### config.mk
export PLATFORM = sky130hd
export DESIGN_NAME = tx_tlp_buf_64b
export DESIGN_NICKNAME = d
export VERILOG_FILES = /design/src/rtl/tx_tlp_buf_64b_pkg.sv /design/src/rtl/tx_tlp_buf_64b_fifo_mem.sv /design/src/rtl/tx_tlp_buf_64b.sv
export SDC_FILE = /design/constraint.sdc
export NUM_CORES = 1
export LEC_CHECK = 0
export ABC_CLOCK_PERIOD_IN_PS = 3570
export BUFFER_PORTS_ARGS = -buffer_cell sky130_fd_sc_hd__buf_2
export CAP_MARGIN = 0
export CORE_MARGIN = 2
export CORE_UTILIZATION = 55
export CTS_BUF_LIST = sky130_fd_sc_hd__clkbuf_4 sky130_fd_sc_hd__clkbuf_8
export CTS_CLUSTER_DIAMETER = 100
export DETAILED_ROUTE_END_ITERATION = 10
export PLACE_DENSITY = 0.72
export SYNTH_ARGS = -nofsm -noshare
export SYNTH_HDL_FRONTEND = slang
export SYNTH_SLANG_ARGS = --single-unit
### constraint.sdc
create_clock -name clk_125 -period 3.57 [get_ports clk_125]
set_input_delay 0.5355 -clock clk_125 [delete_from_list [all_inputs] [get_ports clk_125]]
set_output_delay 0.5355 -clock clk_125 [all_outputs]
set_load 0.03 [all_outputs]
### src/rtl/tx_tlp_buf_64b_pkg.sv
// Shared definitions for the 64b TX TLP store-and-forward buffer.
package tx_tlp_buf_64b_pkg;

    localparam int WORD_W       = 64;
    localparam int ENTRY_W      = 67;
    localparam int DEPTH_DEF    = 16;
    localparam int MAX_PKTS_DEF = 4;

    typedef enum logic [1:0] {
        S_IDLE  = 2'd0,
        S_START = 2'd1,
        S_SEND  = 2'd2
    } rd_state_e;

    // Stored word: {dwen, end, st, data}
    typedef struct packed {
        logic              dwen;
        logic              eop;
        logic              sop;
        logic [WORD_W-1:0] data;
    } entry_t;

endpackage

### src/rtl/tx_tlp_buf_64b_fifo_mem.sv
// Dual-port FIFO storage: synchronous write, asynchronous read.
module tlp_fifo_mem #(
    parameter int DEPTH = 16,
    parameter int W     = 67
) (
    input  logic                     clk_125,
    input  logic                     we_i,
    input  logic [$clog2(DEPTH)-1:0] waddr_i,
    input  logic [W-1:0]             wdata_i,
    input  logic [$clog2(DEPTH)-1:0] raddr_i,
    output logic [W-1:0]             rdata_o
);

    logic [W-1:0] mem_q [DEPTH];

    always_ff @(posedge clk_125) begin
        if (we_i) mem_q[waddr_i] <= wdata_i;
    end

    assign rdata_o = mem_q[raddr_i];

endmodule

### src/rtl/tx_tlp_buf_64b.sv
// Store-and-forward TLP buffer between the 64b TLP generator and the 64b-to-16b bridge.
module tx_tlp_buf_64b
    import tx_tlp_buf_64b_pkg::*;
#(
    parameter int DEPTH    = DEPTH_DEF,
    parameter int MAX_PKTS = MAX_PKTS_DEF
) (
    input  logic              clk_125,
    input  logic              rstn,
    input  logic              wr_en,
    input  logic [WORD_W-1:0] wr_data,
    input  logic              wr_st,
    input  logic              wr_end,
    input  logic              wr_dwen,
    output logic              wr_rdy,
    output logic              ovf_err,
    output logic [WORD_W-1:0] tx_data_64b,
    output logic              tx_st_64b,
    output logic              tx_end_64b,
    output logic              tx_dwen_64b,
    input  logic              tx_rdy_64b,
    input  logic              tx_val
);

    localparam int AW = $clog2(DEPTH);
    localparam int CW = AW + 1;
    localparam int PW = $clog2(MAX_PKTS + 1);

    logic [AW-1:0]      wptr_q, wptr_d, rptr_q, rptr_d;
    logic [CW-1:0]      occ_q, occ_d;
    logic [PW-1:0]      pkt_q, pkt_d;
    logic               wr_rdy_q, wr_rdy_d, ovf_q, ovf_d;
    rd_state_e          state_q, state_d;
    entry_t             wr_entry, head;
    logic [ENTRY_W-1:0] head_raw;
    logic               wr_acc, pop, head_sop_unused;

    assign wr_acc          = wr_en & wr_rdy_q;
    assign pop             = (state_q == S_SEND) & tx_val;
    assign wr_entry        = '{dwen: wr_dwen, eop: wr_end, sop: wr_st, data: wr_data};
    assign head            = entry_t'(head_raw);
    assign head_sop_unused = head.sop;
    assign wr_rdy          = wr_rdy_q;
    assign ovf_err         = ovf_q;

    tlp_fifo_mem #(.DEPTH(DEPTH), .W(ENTRY_W)) u_mem (
        .clk_125 (clk_125),
        .we_i    (wr_acc),
        .waddr_i (wptr_q),
        .wdata_i (wr_entry),
        .raddr_i (rptr_q),
        .rdata_o (head_raw)
    );

    // wr_rdy is computed from next-state occupancy so a pop at full still blocks that cycle's write.
    always_comb begin
        wptr_d   = wr_acc ? wptr_q + AW'(1) : wptr_q;
        rptr_d   = pop ? rptr_q + AW'(1) : rptr_q;
        occ_d    = occ_q + CW'(wr_acc) - CW'(pop);
        pkt_d    = pkt_q + PW'(wr_acc & wr_end) - PW'(pop & head.eop);
        wr_rdy_d = (occ_d < CW'(DEPTH)) && (pkt_d < PW'(MAX_PKTS));
        ovf_d    = ovf_q | (wr_en & ~wr_rdy_q);
    end

    always_ff @(posedge clk_125 or negedge rstn) begin
        if (!rstn) begin
            wptr_q   <= '0;
            rptr_q   <= '0;
            occ_q    <= '0;
            pkt_q    <= '0;
            wr_rdy_q <= 1'b0;
            ovf_q    <= 1'b0;
            state_q  <= S_IDLE;
        end else begin
            wptr_q   <= wptr_d;
            rptr_q   <= rptr_d;
            occ_q    <= occ_d;
            pkt_q    <= pkt_d;
            wr_rdy_q <= wr_rdy_d;
            ovf_q    <= ovf_d;
            state_q  <= state_d;
        end
    end

    always_comb begin
        state_d     = state_q;
        tx_st_64b   = 1'b0;
        tx_end_64b  = 1'b0;
        tx_dwen_64b = 1'b0;
        tx_data_64b = '0;
        case (state_q)
            S_IDLE: begin
                if ((pkt_q != '0) && tx_rdy_64b && tx_val) state_d = S_START;
            end
            S_START: begin
                tx_st_64b   = 1'b1;
                tx_end_64b  = head.eop;
                tx_dwen_64b = head.eop & head.dwen;
                tx_data_64b = head.data;
                state_d     = S_SEND;
            end
            S_SEND: begin
                tx_end_64b  = head.eop;
                tx_dwen_64b = head.eop & head.dwen;
                tx_data_64b = head.data;
                if (tx_val && head.eop) state_d = S_IDLE;
            end
            default: state_d = S_IDLE;
        endcase
    end

endmodule

## After elaboration in Yosys (flattened, before gate mapping)

Memories as Yosys holds them, arrays and structs flattened.
Index checks and enable logic that the tools add are counted.

| operators by class | value |
|---|---|
| $add $sub $neg | 6 |
| equal/unequal tests | 4 |
| magnitude comparators | 2 |
| mux-type cells | 9 |
| bitwise gates (word level) | 8 |
| reduce and logical (&&, ||, !) cells | 8 |

Operators by type and width:

| kind | count |
|---|---|
| 64-bit 2-to-1 mux | 1 |
| 4-bit by 1-bit adder with 4-bit output, second input constant | 2 |
| 1-bit bitwise AND | 6 |
| 2-bit case mux with 3 select lines | 1 |
| 5-bit by 1-bit adder with 5-bit output | 1 |
| 5-bit < comparator, second input constant | 1 |
| 1-bit 2-to-1 mux | 5 |
| 5-bit by 1-bit subtractor with 5-bit output | 1 |
| 1-bit logical AND | 4 |
| 2-bit 2-to-1 mux | 2 |
| 3-bit by 1-bit adder with 3-bit output | 1 |
| 3-bit < comparator, second input constant | 1 |
| 3-bit nonzero test | 1 |
| 3-bit by 1-bit subtractor with 3-bit output | 1 |
| 2-bit by 1-bit equality test with 1-bit output, second input constant | 1 |
| 2-bit equality test, second input constant | 1 |
| 2-bit logical NOT | 1 |
| 2-bit by 1-bit != test with 1-bit output, second input constant | 1 |
| 2-bit != test, second input constant | 1 |
| 2-bit AND reduction | 1 |
| 2-bit OR reduction | 1 |
| 1-bit NOT | 1 |
| 1-bit bitwise OR | 1 |

| storage, ports and cells | value |
|---|---|
| bits in registers | 20 |
| output and inout port bits | 69 |
| memories | 1 |
| input bits | 72 |
| memory bits (writable) | 1072 |
| logic and storage cells | 45 |

Memory list:

| memory | depth | width | read ports | clocked after Yosys merged registers in | write ports | RTL line | text |
|---|---|---|---|---|---|---|---|
| u_mem.mem_q | 16 | 67 | 1 | 0 | 1 | tx_tlp_buf_64b_fifo_mem.sv:14 | `logic [W-1:0] mem_q [DEPTH];` |

## Logic depth before layout (Yosys ltp)

| logic depth | value |
|---|---|
| word-level depth | 6 |
| depth in mapped cells | 14 |
| mapped depth without buffers | 14 |

## By module

Synthesis repeated with hierarchy kept, for this count alone.

| unflattened totals | value |
|---|---|
| cell total of the unflattened synthesis | 1817 |
| area total of the unflattened synthesis | 41569.9 um2 |

Modules (own cells, without submodules):

| module | cells an instance | instances | area each (um2) | seq. area each (um2) |
|---|---|---|---|---|
| tlp_fifo_mem | 1657 | 1 | 40063.4 | 32190.9 |
| tx_tlp_buf_64b | 160 | 1 | 1506.4 | 500.5 |

## Least setup slack after synthesis

Ideal clock, no wire load.

| timing path | value |
|---|---|
| kind | flip-flop to flip-flop |
| start point | reg wr_rdy_q (netlist: wr_rdy) |
| end point | mem u_mem.mem_q[10][0] (enable) |
| path buffers | 0 |
| setup time | 431 ps |
| clock period less this slack | 3088 ps |
| setup slack | 482 ps |
| data required time | 3139 ps |
| arrival | 2657 ps |
| cell stages (with the launch flop) | 4 |
| cell sequence | dfrtp_1 nand2_1 nor3b_1 and2_1 |

| on the way | value |
|---|---|
| word-level cells in the longest chain between the ends | 3 |

RTL lines:

| element | RTL line | text |
|---|---|---|
| from (decl) | tx_tlp_buf_64b.sv:32 | `logic wr_rdy_q, wr_rdy_d, ovf_q, ovf_d;` |
| from (signal assigned) | tx_tlp_buf_64b.sv:79 | `wr_rdy_q <= wr_rdy_d;` |
| 1-bit bitwise AND | tx_tlp_buf_64b.sv:38 | `assign wr_acc = wr_en & wr_rdy_q;` |
| 1-bit 2-to-1 mux | tx_tlp_buf_64b_fifo_mem.sv:17 | `if (we_i) mem_q[waddr_i] <= wdata_i;` |
| 1-bit 2-to-1 mux (implied by the code) | tx_tlp_buf_64b_fifo_mem.sv:17 |  |
| to (decl) | tx_tlp_buf_64b_fifo_mem.sv:14 |  |

No other way between the ends.

## Worst setup path after layout

| timing path | value |
|---|---|
| start point | reg rptr_q[0] |
| end point | out tx_data_64b[61] |

| on the way | value |
|---|---|
| word-level cells in the longest chain between the ends | 2 |

RTL lines:

| element | RTL line | text |
|---|---|---|
| from (decl) | tx_tlp_buf_64b.sv:29 | `logic [AW-1:0] wptr_q, wptr_d, rptr_q, rptr_d;` |
| from (signal assigned) | tx_tlp_buf_64b.sv:76 | `rptr_q <= rptr_d;` |
| memory 16 x 67 bit | -- |  |
| 64-bit 2-to-1 mux | tx_tlp_buf_64b.sv:91 | `case (state_q)` |
| to (decl) | tx_tlp_buf_64b.sv:17 | `output logic [WORD_W-1:0] tx_data_64b,` |

No other way between the ends.

==> metrics.cfg <==
[cells_and_area]
stdcell_area_mm2=0.0487
synthToLayoutAreaGrowth_pct=17.8
fin_nets=2102
layout-drive-gt1-share_pct=43.0
fin_cells=3114

[critical_path]
critPathSlowestCell=mux4_2
required_ns=3.03
worstPathCellList=buf_12 > buf_16 > buf_6 > mux4_2 > mux4_2 > and2_1 > buf_2
critPathMaxFanout=6
cp_common_cell=mux4_2
start_kind=flip-flop
path_class=flip-flop to primary output
cpPeakStageDelay_ns=0.51
worst-path-buf-inv=4
cp_top_family=multiplexers
endpoint_kind=primary output
ff2ff_path_depth=13
worst_ep_arrival_time_ns=3.15
reg2reg_slack_ns=0.31
rr_startpoint=rptr_q[0]
rr_endpoint=wr_rdy

[cts]
clockBufferDepth=3
clkSlewWorstSetupHoldPaths_ns=0.06
cts_tree=done
cts_htree_levels=4
cts_root_buf=clkbuf_8
numCtsBuffers=164
clk_latency_ns=0.80
clock-sinks=1076

[sta]
min_period_ns=3.68
slew_headroom_pct=52.9
rsz0062_at_grt=yes
tightest_slew_ns=0.707
fin_crit_sh_pct=103
finalSetupTns_ns=-3.34
finClkSkew_ns=0.0280
hold_viol_final=0
slew_violations=0
layout_setup_ws_ns=-0.114
setup_viol=44
fmax_ghz=0.271

[power]
p_per_area_mw_per_mm2=797
p_int_mw=27.2
switchingPower_mw=11.6
switching_share_pct=29.9
power_frac_comb_pct=36.7
seqPwrFrac_pct=37.8
clockPowerShare_pct=25.5
finalPower_mw=38.8
peakVddDrop_v=0.000696
p_leak_nw=15.9

[yosys]
syn-num-nets=1762
synth_edf_count=1056
syn_avg_cell_area_um2=24.7
synth.most_common_cell=edfxtp_1
async_flop_share_pct=1.86
synthMuxAreaShare_pct=18.0
synth_top_area_share_pct=76.7
synthAdderAreaFrac_pct=0.581
ys_ff_latch=1076
ys_warn_count=0
synth.area.top_cells=edfxtp_1 (77%), mux4_2 (18%), dfrtp_1 (1.2%)
netlist_area_mm2=0.0413
ys_types=34
synthTopCellsByCount=edfxtp_1 (1,056), mux4_2 (326), and2_1 (76)
synth_xor_xnor_area_share_pct=0.254
synth-compound-area-share_pct=0.275
synth_ff_type=edfxtp_1
synth_area_leader_cell=edfxtp_1
yosys.area_share.simple_pct=1.60
yosysSeqAreaShare_pct=77.9
synth_top_family_by_area=multiplexers
syn_inst=1672

[placement]
globalplace.congestion=0.754
io_buffers=139
dpl.hpwl_um=45500
post_dp_cell_area_mm2=0.0438
placedCellCount=2760

[detailed_routing]
wl_per_cell_um=29.9
routed_wirelength_um=93000
vias=19300
antenna_left=0
drc=0
first_iter_violations=2181
post_drt_via_cell_ratio=6.20
drt_first_pass_iters=7

[run]
drv_cap=0

[floorplan]
die_area_mm2=0.0774
num_io_pins=141
rows=100
die_y_um=278
coreArea_mm2=0.0744
die_w_um=278
initial_core_util_pct=55.5

[grt]
grt_pass1_wl_um=134000
groute.usage.overall_pct=24.3
antenna_found_initial=13
grt_max_degree=67
first_global_vias=20300
gr-total-overflow=0

[status]
outcome=finished with violations
violations=setup timing

[worst_hold_path]
hold_path_class=input pin to flip-flop
hp-start=wr_data[58]
holdPathEnd=u_mem.mem_q[14][58]
min_path_cells=1

==> cells in the final DEF (no fill, tap or decap), types with 29 or more instances in the layout <==
cell / n
edfxtp_1: 1056
mux4_2: 326
clkbuf_8: 166
buf_2: 86
clkbuf_4: 65
and2_4: 63
buf_6: 55
buf_12: 42
clkinv_1: 32
buf_4: 29
==> power groups by stage <==
| stage | logic, mW | clock network, mW | registers [mW] |
|---|---|---|---|
| 6_report | 14.2 | 9.91 | 14.7 |
| 5_1_grt | 14.9 | 10.6 | 14.7 |
| 4_1_cts | 13.7 | 10.1 | 14.7 |
| 3_5_place_dp | 11.1 | 0 | 15.0 |
| 3_3_place_gp | 11.1 | 0 | 14.9 |
| 2_1_floorplan | 8.25 | 0 | 14.8 |
==> area by class of cell <==
cell class	count	area, um^2
clock inverters	62	435
repair buffers	257	3240
clock buffers	231	2770
diodes	6	15.0
fillers	4556	25700
well taps	969	1210
inverters	17	63.8
flip-flops and latches	1076	32200
multi-input cells	496	8750
==> worst max path at each step <==
stage                                     to      start  slack (ns)  cells after the start
final                        tx_data_64b[61]  rptr_q[0]       -0.11                      7
after global routing          tx_data_64b[2]  rptr_q[0]       -0.21                      6
after CTS                    tx_data_64b[39]  rptr_q[0]       -0.20                      7
after detailed placement              wr_rdy  rptr_q[2]        0.35                     11
after global placement                wr_rdy  rptr_q[2]        0.42                     11
after floorplan           u_mem.mem_q[10][0]     wr_rdy        0.48                      3
==> flip-flops by register name (all words and copies together), names as in the netlist <==
signal / flops
u_mem.mem_q: 1056
occ_q: 5
rptr_q: 4
wptr_q: 4
pkt_q: 3
state_q: 2
ovf_err: 1
wr_rdy: 1
==> layer usage <==
metal	vias up	track usage, %	part of all wire, %
met5	-	0	0.091
met4	14	7.43	1.9
met3	142	5.14	7.9
met2	929	40.3	52
met1	10300	33.0	39
li1	7894	-	-
==> per-stage QoR <==
step | hold WS [ns] | util, % | setup slack [ns]
3_5_place_dp | 0.460 | 58.8 | 0.354
4_1_cts | 0.0239 | 64.9 | -0.199
2_1_floorplan | 0.240 | - | 0.482
3_3_place_gp | 0.440 | 58.8 | 0.416
5_1_grt | 0.0514 | 65.4 | -0.207
6_report | 0.0959 | 65.4 | -0.114
==> what timing repair did <==
item,in CTS,in global routing
endpoints found under the hold margin,21,0
cloned,20,13
pin swaps,0,0
setup endpoints to repair,65,65
hold buffers,2,0
resized for setup,170,60
buffers inserted,22,6
==> logic make-up (layout without fill, tap and decap cells) <==
logic type / after synthesis / in the layout
DFF: 1076 / 1076
muxes: 336 / 336
and+or+nand+nor: 112 / 112
buffers and inverters: 100 / 567
adders and majority gates: 18 / 18
AOI/OAI and AO/OA: 18 / 18
xor gates and xnor gates: 12 / 12
other: 0 / 6
Power figures use the tool's default switching activity.
